<file path="src/rtl/fifo_gray_sync_pkg.sv">
// Shared helpers for Gray-pointer synchronisers.
// Both the write-side and read-side instances import this package.
package fifo_gray_sync_pkg;

    // Supported synchroniser depths.
    localparam int NUM_STAGES_MIN = 2;
    localparam int NUM_STAGES_MAX = 4;

    // Widest pointer the helper functions handle; narrower pointers are zero-extended.
    localparam int PTR_WIDTH_MAX = 32;

    // Valid counter only needs to reach the deepest legal chain.
    localparam int VALID_CNT_W = $clog2(NUM_STAGES_MAX + 1);

    typedef logic [PTR_WIDTH_MAX-1:0] ptrWord_t;

    // Gray to binary: leading zero Gray bits map to leading zero binary bits,
    // so a zero-extended narrow pointer converts correctly.
    function automatic ptrWord_t grayToBin(input ptrWord_t gray);
        ptrWord_t bin;
        bin[PTR_WIDTH_MAX-1] = gray[PTR_WIDTH_MAX-1];
        for (int i = PTR_WIDTH_MAX - 2; i >= 0; i--) begin
            bin[i] = bin[i+1] ^ gray[i];
        end
        return bin;
    endfunction

    // Number of set bits; used as the Hamming distance between two Gray samples.
    function automatic int unsigned popCount(input ptrWord_t value);
        int unsigned count;
        count = 0;
        for (int i = 0; i < PTR_WIDTH_MAX; i++) begin
            if (value[i]) begin
                count++;
            end
        end
        return count;
    endfunction

endpackage

</file>
<file path="src/rtl/fifo_gray_sync_gray_to_bin.sv">
// Purely combinational Gray-to-binary converter of configurable width.
module gray_to_bin
    import fifo_gray_sync_pkg::*;
#(
    parameter int WIDTH = 4
) (
    input  logic [WIDTH-1:0] gray_i,
    output logic [WIDTH-1:0] bin_o
);

    assign bin_o = WIDTH'(grayToBin(PTR_WIDTH_MAX'(gray_i)));

endmodule

</file>
<file path="src/rtl/fifo_gray_sync.sv">
// Synchronises a Gray-coded FIFO pointer into the CLK domain, provides its
// registered binary value, a change pulse, a valid flag and a sticky flag
// for illegal multi-bit Gray steps.
module fifo_gray_sync
    import fifo_gray_sync_pkg::*;
#(
    parameter int NUM_STAGES   = 2,
    parameter int PTR_WIDTH    = 4,
    parameter bit ERR_CHECK_EN = 1'b1
) (
    input  logic                 CLK,
    input  logic                 RST,
    input  logic [PTR_WIDTH-1:0] ASYNC_GRAY,
    input  logic                 ERR_CLR,
    output logic [PTR_WIDTH-1:0] SYNC_GRAY,
    output logic [PTR_WIDTH-1:0] SYNC_BIN,
    output logic                 SYNC_VALID,
    output logic                 PTR_CHG,
    output logic                 GRAY_ERR
);

    // Out-of-range depths are clamped to the supported range.
    localparam int STAGES = (NUM_STAGES < NUM_STAGES_MIN) ? NUM_STAGES_MIN :
                            (NUM_STAGES > NUM_STAGES_MAX) ? NUM_STAGES_MAX : NUM_STAGES;

    logic [PTR_WIDTH-1:0]   syncStages_q [STAGES];
    logic [PTR_WIDTH-1:0]   syncBin_d;
    logic [PTR_WIDTH-1:0]   syncBin_q;
    logic [PTR_WIDTH-1:0]   prevGray_q;
    logic                   ptrChg_d;
    logic                   ptrChg_q;
    logic [VALID_CNT_W-1:0] validCnt_q;
    logic                   syncValid_q;

    // Per-bit synchroniser chains; each bit is a plain shift with no cross-bit logic.
    always_ff @(posedge CLK or negedge RST) begin
        if (!RST) begin
            for (int s = 0; s < STAGES; s++) begin
                syncStages_q[s] <= '0;
            end
        end else begin
            syncStages_q[0] <= ASYNC_GRAY;
            for (int s = 1; s < STAGES; s++) begin
                syncStages_q[s] <= syncStages_q[s-1];
            end
        end
    end

    assign SYNC_GRAY = syncStages_q[STAGES-1];

    gray_to_bin #(
        .WIDTH(PTR_WIDTH)
    ) grayToBinInst (
        .gray_i(SYNC_GRAY),
        .bin_o (syncBin_d)
    );

    // A change is only reported once the pipeline holds post-reset samples.
    always_comb begin
        ptrChg_d = syncValid_q && (SYNC_GRAY != prevGray_q);
    end

    // Binary output, previous Gray sample and change pulse all align on the same edge.
    always_ff @(posedge CLK or negedge RST) begin
        if (!RST) begin
            syncBin_q  <= '0;
            prevGray_q <= '0;
            ptrChg_q   <= 1'b0;
        end else begin
            syncBin_q  <= syncBin_d;
            prevGray_q <= SYNC_GRAY;
            ptrChg_q   <= ptrChg_d;
        end
    end

    // Saturating edge counter; valid rises on the edge after the chain has filled.
    always_ff @(posedge CLK or negedge RST) begin
        if (!RST) begin
            validCnt_q  <= '0;
            syncValid_q <= 1'b0;
        end else begin
            if (validCnt_q != VALID_CNT_W'(STAGES)) begin
                validCnt_q <= validCnt_q + 1'b1;
            end
            if (validCnt_q == VALID_CNT_W'(STAGES)) begin
                syncValid_q <= 1'b1;
            end
        end
    end

    assign SYNC_BIN   = syncBin_q;
    assign SYNC_VALID = syncValid_q;
    assign PTR_CHG    = ptrChg_q;

    generate
        if (ERR_CHECK_EN) begin : gen_errCheck
            int unsigned hammingDist;
            logic        grayErr_d;
            logic        grayErr_q;

            assign hammingDist = popCount(PTR_WIDTH_MAX'(SYNC_GRAY ^ prevGray_q));

            // Illegal step sets the flag; a set in the same cycle as a clear wins.
            always_comb begin
                grayErr_d = grayErr_q;
                if (syncValid_q && (hammingDist > 32'd1)) begin
                    grayErr_d = 1'b1;
                end else if (ERR_CLR) begin
                    grayErr_d = 1'b0;
                end
            end

            // Sticky error register.
            always_ff @(posedge CLK or negedge RST) begin
                if (!RST) begin
                    grayErr_q <= 1'b0;
                end else begin
                    grayErr_q <= grayErr_d;
                end
            end

            assign GRAY_ERR = grayErr_q;
        end else begin : gen_noErrCheck
            assign GRAY_ERR = 1'b0;
        end
    endgenerate

endmodule
</file>
<file path="config.mk">
export PLATFORM = sky130hd
export DESIGN_NAME = fifo_gray_sync
export DESIGN_NICKNAME = d
export VERILOG_FILES = /design/src/rtl/fifo_gray_sync_pkg.sv /design/src/rtl/fifo_gray_sync_gray_to_bin.sv /design/src/rtl/fifo_gray_sync.sv
export SDC_FILE = /design/constraint.sdc
export NUM_CORES = 1
export LEC_CHECK = 0
export ABC_AREA = 1
export BUFFER_PORTS_ARGS = -buffer_cell sky130_fd_sc_hd__buf_2
export CAP_MARGIN = 25
export CORE_ASPECT_RATIO = 1.4
export CORE_MARGIN = 2
export CORE_UTILIZATION = 40
export CTS_CLUSTER_SIZE = 8
export DETAILED_ROUTE_END_ITERATION = 8
export HOLD_SLACK_MARGIN = 0.08
export SYNTH_ARGS = -nofsm -noshare
export SYNTH_HDL_FRONTEND = slang
export SYNTH_SLANG_ARGS = --single-unit
</file>
<file path="constraint.sdc">
create_clock -name CLK -period 2.1 [get_ports CLK]
set_input_delay 0.63 -clock CLK [delete_from_list [all_inputs] [get_ports CLK]]
set_output_delay 0.63 -clock CLK [all_outputs]
set_load 0.02 [all_outputs]
</file>
==> impl_results.rst <==
.. list-table::
   :header-rows: 1

   * - Metric
     - Value
   * - Run status
     - finished, final reports clean
   * - Largest area contributor in the synthesized netlist
     - sky130_fd_sc_hd__dfrtp_1
   * - Maximum number of buffers from clock root to sink
     - 2
   * - Placer congestion estimate
     - between 0.6 and 0.7
   * - Endpoint class of the critical path
     - register
   * - Reg2Reg Setup Slack
     - 0.11 ns
   * - Clock latency of the later-clocked register in the worst-skew pair
     - 0.29 ns
   * - Most common cell after layout, fill and taps aside
     - sky130_fd_sc_hd__nand2_1
   * - Horiz. Die Dim
     - between 40 and 50 um
   * - Worst Path Arrival
     - about 2.2 ns
   * - WHS
     - around 0.26 ns
   * - Antenna diode instance count
     - 0
   * - Reg2Reg Capture Point
     - GRAY_ERR
   * - Critical Path Most Common Cell
     - sky130_fd_sc_hd__nand2_1
   * - Count of final max-slew check failures
     - 0
   * - Number of standard-cell rows in the floorplan
     - 20
   * - Number of DRC markers in iteration 0
     - 6
   * - Largest cells by area after synthesis
     - sky130_fd_sc_hd__dfrtp_1, sky130_fd_sc_hd__nand2_1, sky130_fd_sc_hd__inv_1, sky130_fd_sc_hd__ha_1, sky130_fd_sc_hd__xor2_1
   * - Placed wire-length estimate
     - between 900 and 1000 um
   * - Commonest non-fill, non-tap cells in the layout
     - sky130_fd_sc_hd__nand2_1, sky130_fd_sc_hd__dfrtp_1, sky130_fd_sc_hd__buf_2
   * - Critical Path Start Type
     - register
   * - Slew at the pin closest to its max-slew limit
     - between 0.4 and 0.5 ns
   * - Number of antenna violations at the first check in global routing
     - 0
   * - Largest fanout on the critical path
     - 4
   * - Via-to-Cell Ratio
     - approximately 4.4
   * - Reported leakage power
     - approximately 0.58 nW
   * - Per-cell routed wire length
     - roughly 9 um
   * - Number of iterations in the first detailed-routing pass
     - 2
   * - Power density over the cells
     - between 700 and 800 nW/um2
   * - Layout Area Growth over Synthesis
     - 16.7%
   * - Minimum setup slack in the final design
     - 0.114 ns
   * - Worst supply voltage drop on vdd
     - 0.000459 V
   * - Overflow left after global routing
     - 0
   * - Vias after detailed routing
     - 585
   * - Worst setup slack after placement
     - between 0.04 and 0.05 ns
   * - Cell variety after synth
     - 12
   * - All-layer global routing usage
     - a little under 10%
   * - Wire length of the first global-routing pass
     - between 1500 and 2000 um
   * - Count of final hold-check violations
     - 0
   * - DR DRC count
     - 0
   * - Critical setup path kind
     - register to register
   * - DIE AREA
     - approximately 2600 um2
   * - Max incr delay on CP
     - 0.42 ns
   * - Proportion of synthesized chip area in sequential cells
     - 59.4%
   * - Floorplan Core Area
     - approximately 2100 um2
   * - Vertical die dimension
     - a little under 60 um
   * - Count of port buffers added during placement
     - 17
   * - Number of global-route vias before repair
     - 512
   * - Max stage delay cell, worst path
     - sky130_fd_sc_hd__dfrtp_1
   * - CP required
     - about 2.3 ns
   * - Max_cap viols
     - 0
   * - Sum of negative setup slack
     - 0 ns
   * - TritonCTS clock tree
     - done
   * - Clk slew on worst S/H paths
     - between 0.1 and 0.15 ns
   * - Final setup vio count
     - 0
   * - Post-synth top area share
     - about three fifths
   * - # IOs
     - 18
   * - Worst hold-check path type
     - input port to asynchronous set/reset pin
   * - Final ANT Viol Nets
     - 0
   * - Mapped cell area
     - approximately 900 um2
   * - Overall Power
     - roughly 760 uW
   * - Worst slew margin
     - 70.6%
   * - Pin count of the biggest net entering global routing
     - 22
   * - Total length of routed wires
     - roughly 1200 um
   * - H-tree level count
     - 1
   * - Time the worst path needs with I/O delays and setup
     - around 2.0 ns
   * - Cell at the root of the clock tree
     - sky130_fd_sc_hd__clkbuf_4
   * - Number of nets in the finished design
     - 122
   * - Period Utilization, post-route
     - a little over nine tenths
   * - Yosys warning total
     - 0
   * - Synthesized Nets
     - 101
   * - Number of buffers added to fix hold violations after cts
     - 0
   * - Cell-by-cell listing of the critical path
     - inv_2 -> nand2_1 -> nand2_1 -> inv_1 -> ha_4 -> xor2_1 -> inv_1 -> ha_1 -> or2_2 -> nand2_1 -> nand2_1 -> nand2_1 -> nand2_1
   * - Logic depth of the worst register-to-register path
     - 13
   * - Gate Count Post-Synth
     - 90
   * - Post-synthesis register bit count
     - 21
   * - Avg Synthesized Cell Area
     - approximately 9.8 um2
   * - Num CTS Buffers
     - 3
   * - Start point of the critical path
     - SYNC_GRAY[1]
   * - Total clock sinks
     - 21
   * - Worst R2R Start
     - SYNC_GRAY[1]
   * - Initial Util
     - about two fifths
   * - Worst clock skew on the final layout
     - between 0.002 and 0.003 ns
   * - Layout cell share with drive strength beyond 1
     - about 29%
   * - Timing-limited maximum frequency
     - a little over 500 MHz
[final cells by class]
cell class                 count  area, um2
multi-input combinational     46        269
timing repair buffer          21        115
clock inverter                 1       5.00
tap                           22       27.5
fill                         190       1090
clock buffer                   3       22.5
sequential                    21        526
inverter                      18       67.6
[metal layers]
metal  wire [um]  track usage, %
met2         649            16.6
met3          43            1.83
met4          16            5.19
met1         493            11.9
met5           0               0
[Yosys cell counts]
| master | n |
|---|---|
| sky130_fd_sc_hd__xor2_1 | 5 |
| sky130_fd_sc_hd__nor2_1 | 4 |
| sky130_fd_sc_hd__or2_2 | 2 |
| sky130_fd_sc_hd__inv_1 | 18 |
| sky130_fd_sc_hd__xnor2_1 | 1 |
| sky130_fd_sc_hd__nand2_1 | 24 |
| sky130_fd_sc_hd__o21ai_0 | 2 |
| sky130_fd_sc_hd__dfrtp_1 | 21 |
| sky130_fd_sc_hd__ha_1 | 4 |
| sky130_fd_sc_hd__nand3_1 | 3 |
| sky130_fd_sc_hd__buf_4 | 5 |
| sky130_fd_sc_hd__a41oi_1 | 1 |
[critical path: cells and delay by family, from the launching register on]
kind	cells	cell delay, ns
buf+inv	3	0.19
fa+ha+maj	2	0.51
simple gates	7	0.62
xor+xnor	1	0.13
flops	1	0.42
[report_power, final]
part	switching, mW	internal (mW)
registers	0.0111	0.429
clock network	0.111	0.0708
logic	0.0816	0.0533
[cell families (layout without fill, tap and decap cells)]
group | after synthesis | in the layout | synth area share (%)
compound gates | 3 | 3 | 2.12
xor+xnor | 6 | 6 | 5.94
fa+ha+maj | 4 | 4 | 5.66
buf+inv | 23 | 43 | 11.9
flops | 21 | 21 | 59.4
simple gates | 33 | 33 | 15.0
[worst max-delay path by stage]
stage / to / slack (ns) / cells after the start
floorplan: GRAY_ERR / 0.12 / 13
global placement: GRAY_ERR / 0.09 / 13
detailed placement: GRAY_ERR / 0.04 / 13
CTS: GRAY_ERR / 0.02 / 13
global route: GRAY_ERR / -0.02 / 13
finish: GRAY_ERR / 0.11 / 13
[per-stage QoR]
step	instance area (um2)	std cells	util, %
floorplan	885	90	-
global placement	975	126	45.8
detailed placement	975	126	45.8
CTS	1000	130	47.1
global route	1030	132	48.5
finish	1030	132	48.5
[state kept, by name (all words and copies together) (netlist names)]
signal / flops
PTR_CHG: 1
validCnt_q: 3
prevGray_q: 4
SYNC_BIN: 3
SYNC_GRAY: 4
SYNC_VALID: 1
GRAY_ERR: 1
syncStages_q: 4
[timing repair]
| action | in CTS | in global routing |
|---|---|---|
| setup endpoints to repair | 0 | 1 |
| buffers inserted | 0 | 2 |
| hold endpoints to repair | 0 | 0 |
| resized for setup | 0 | 5 |
Note: power is estimated with default switching activity, not from simulation.
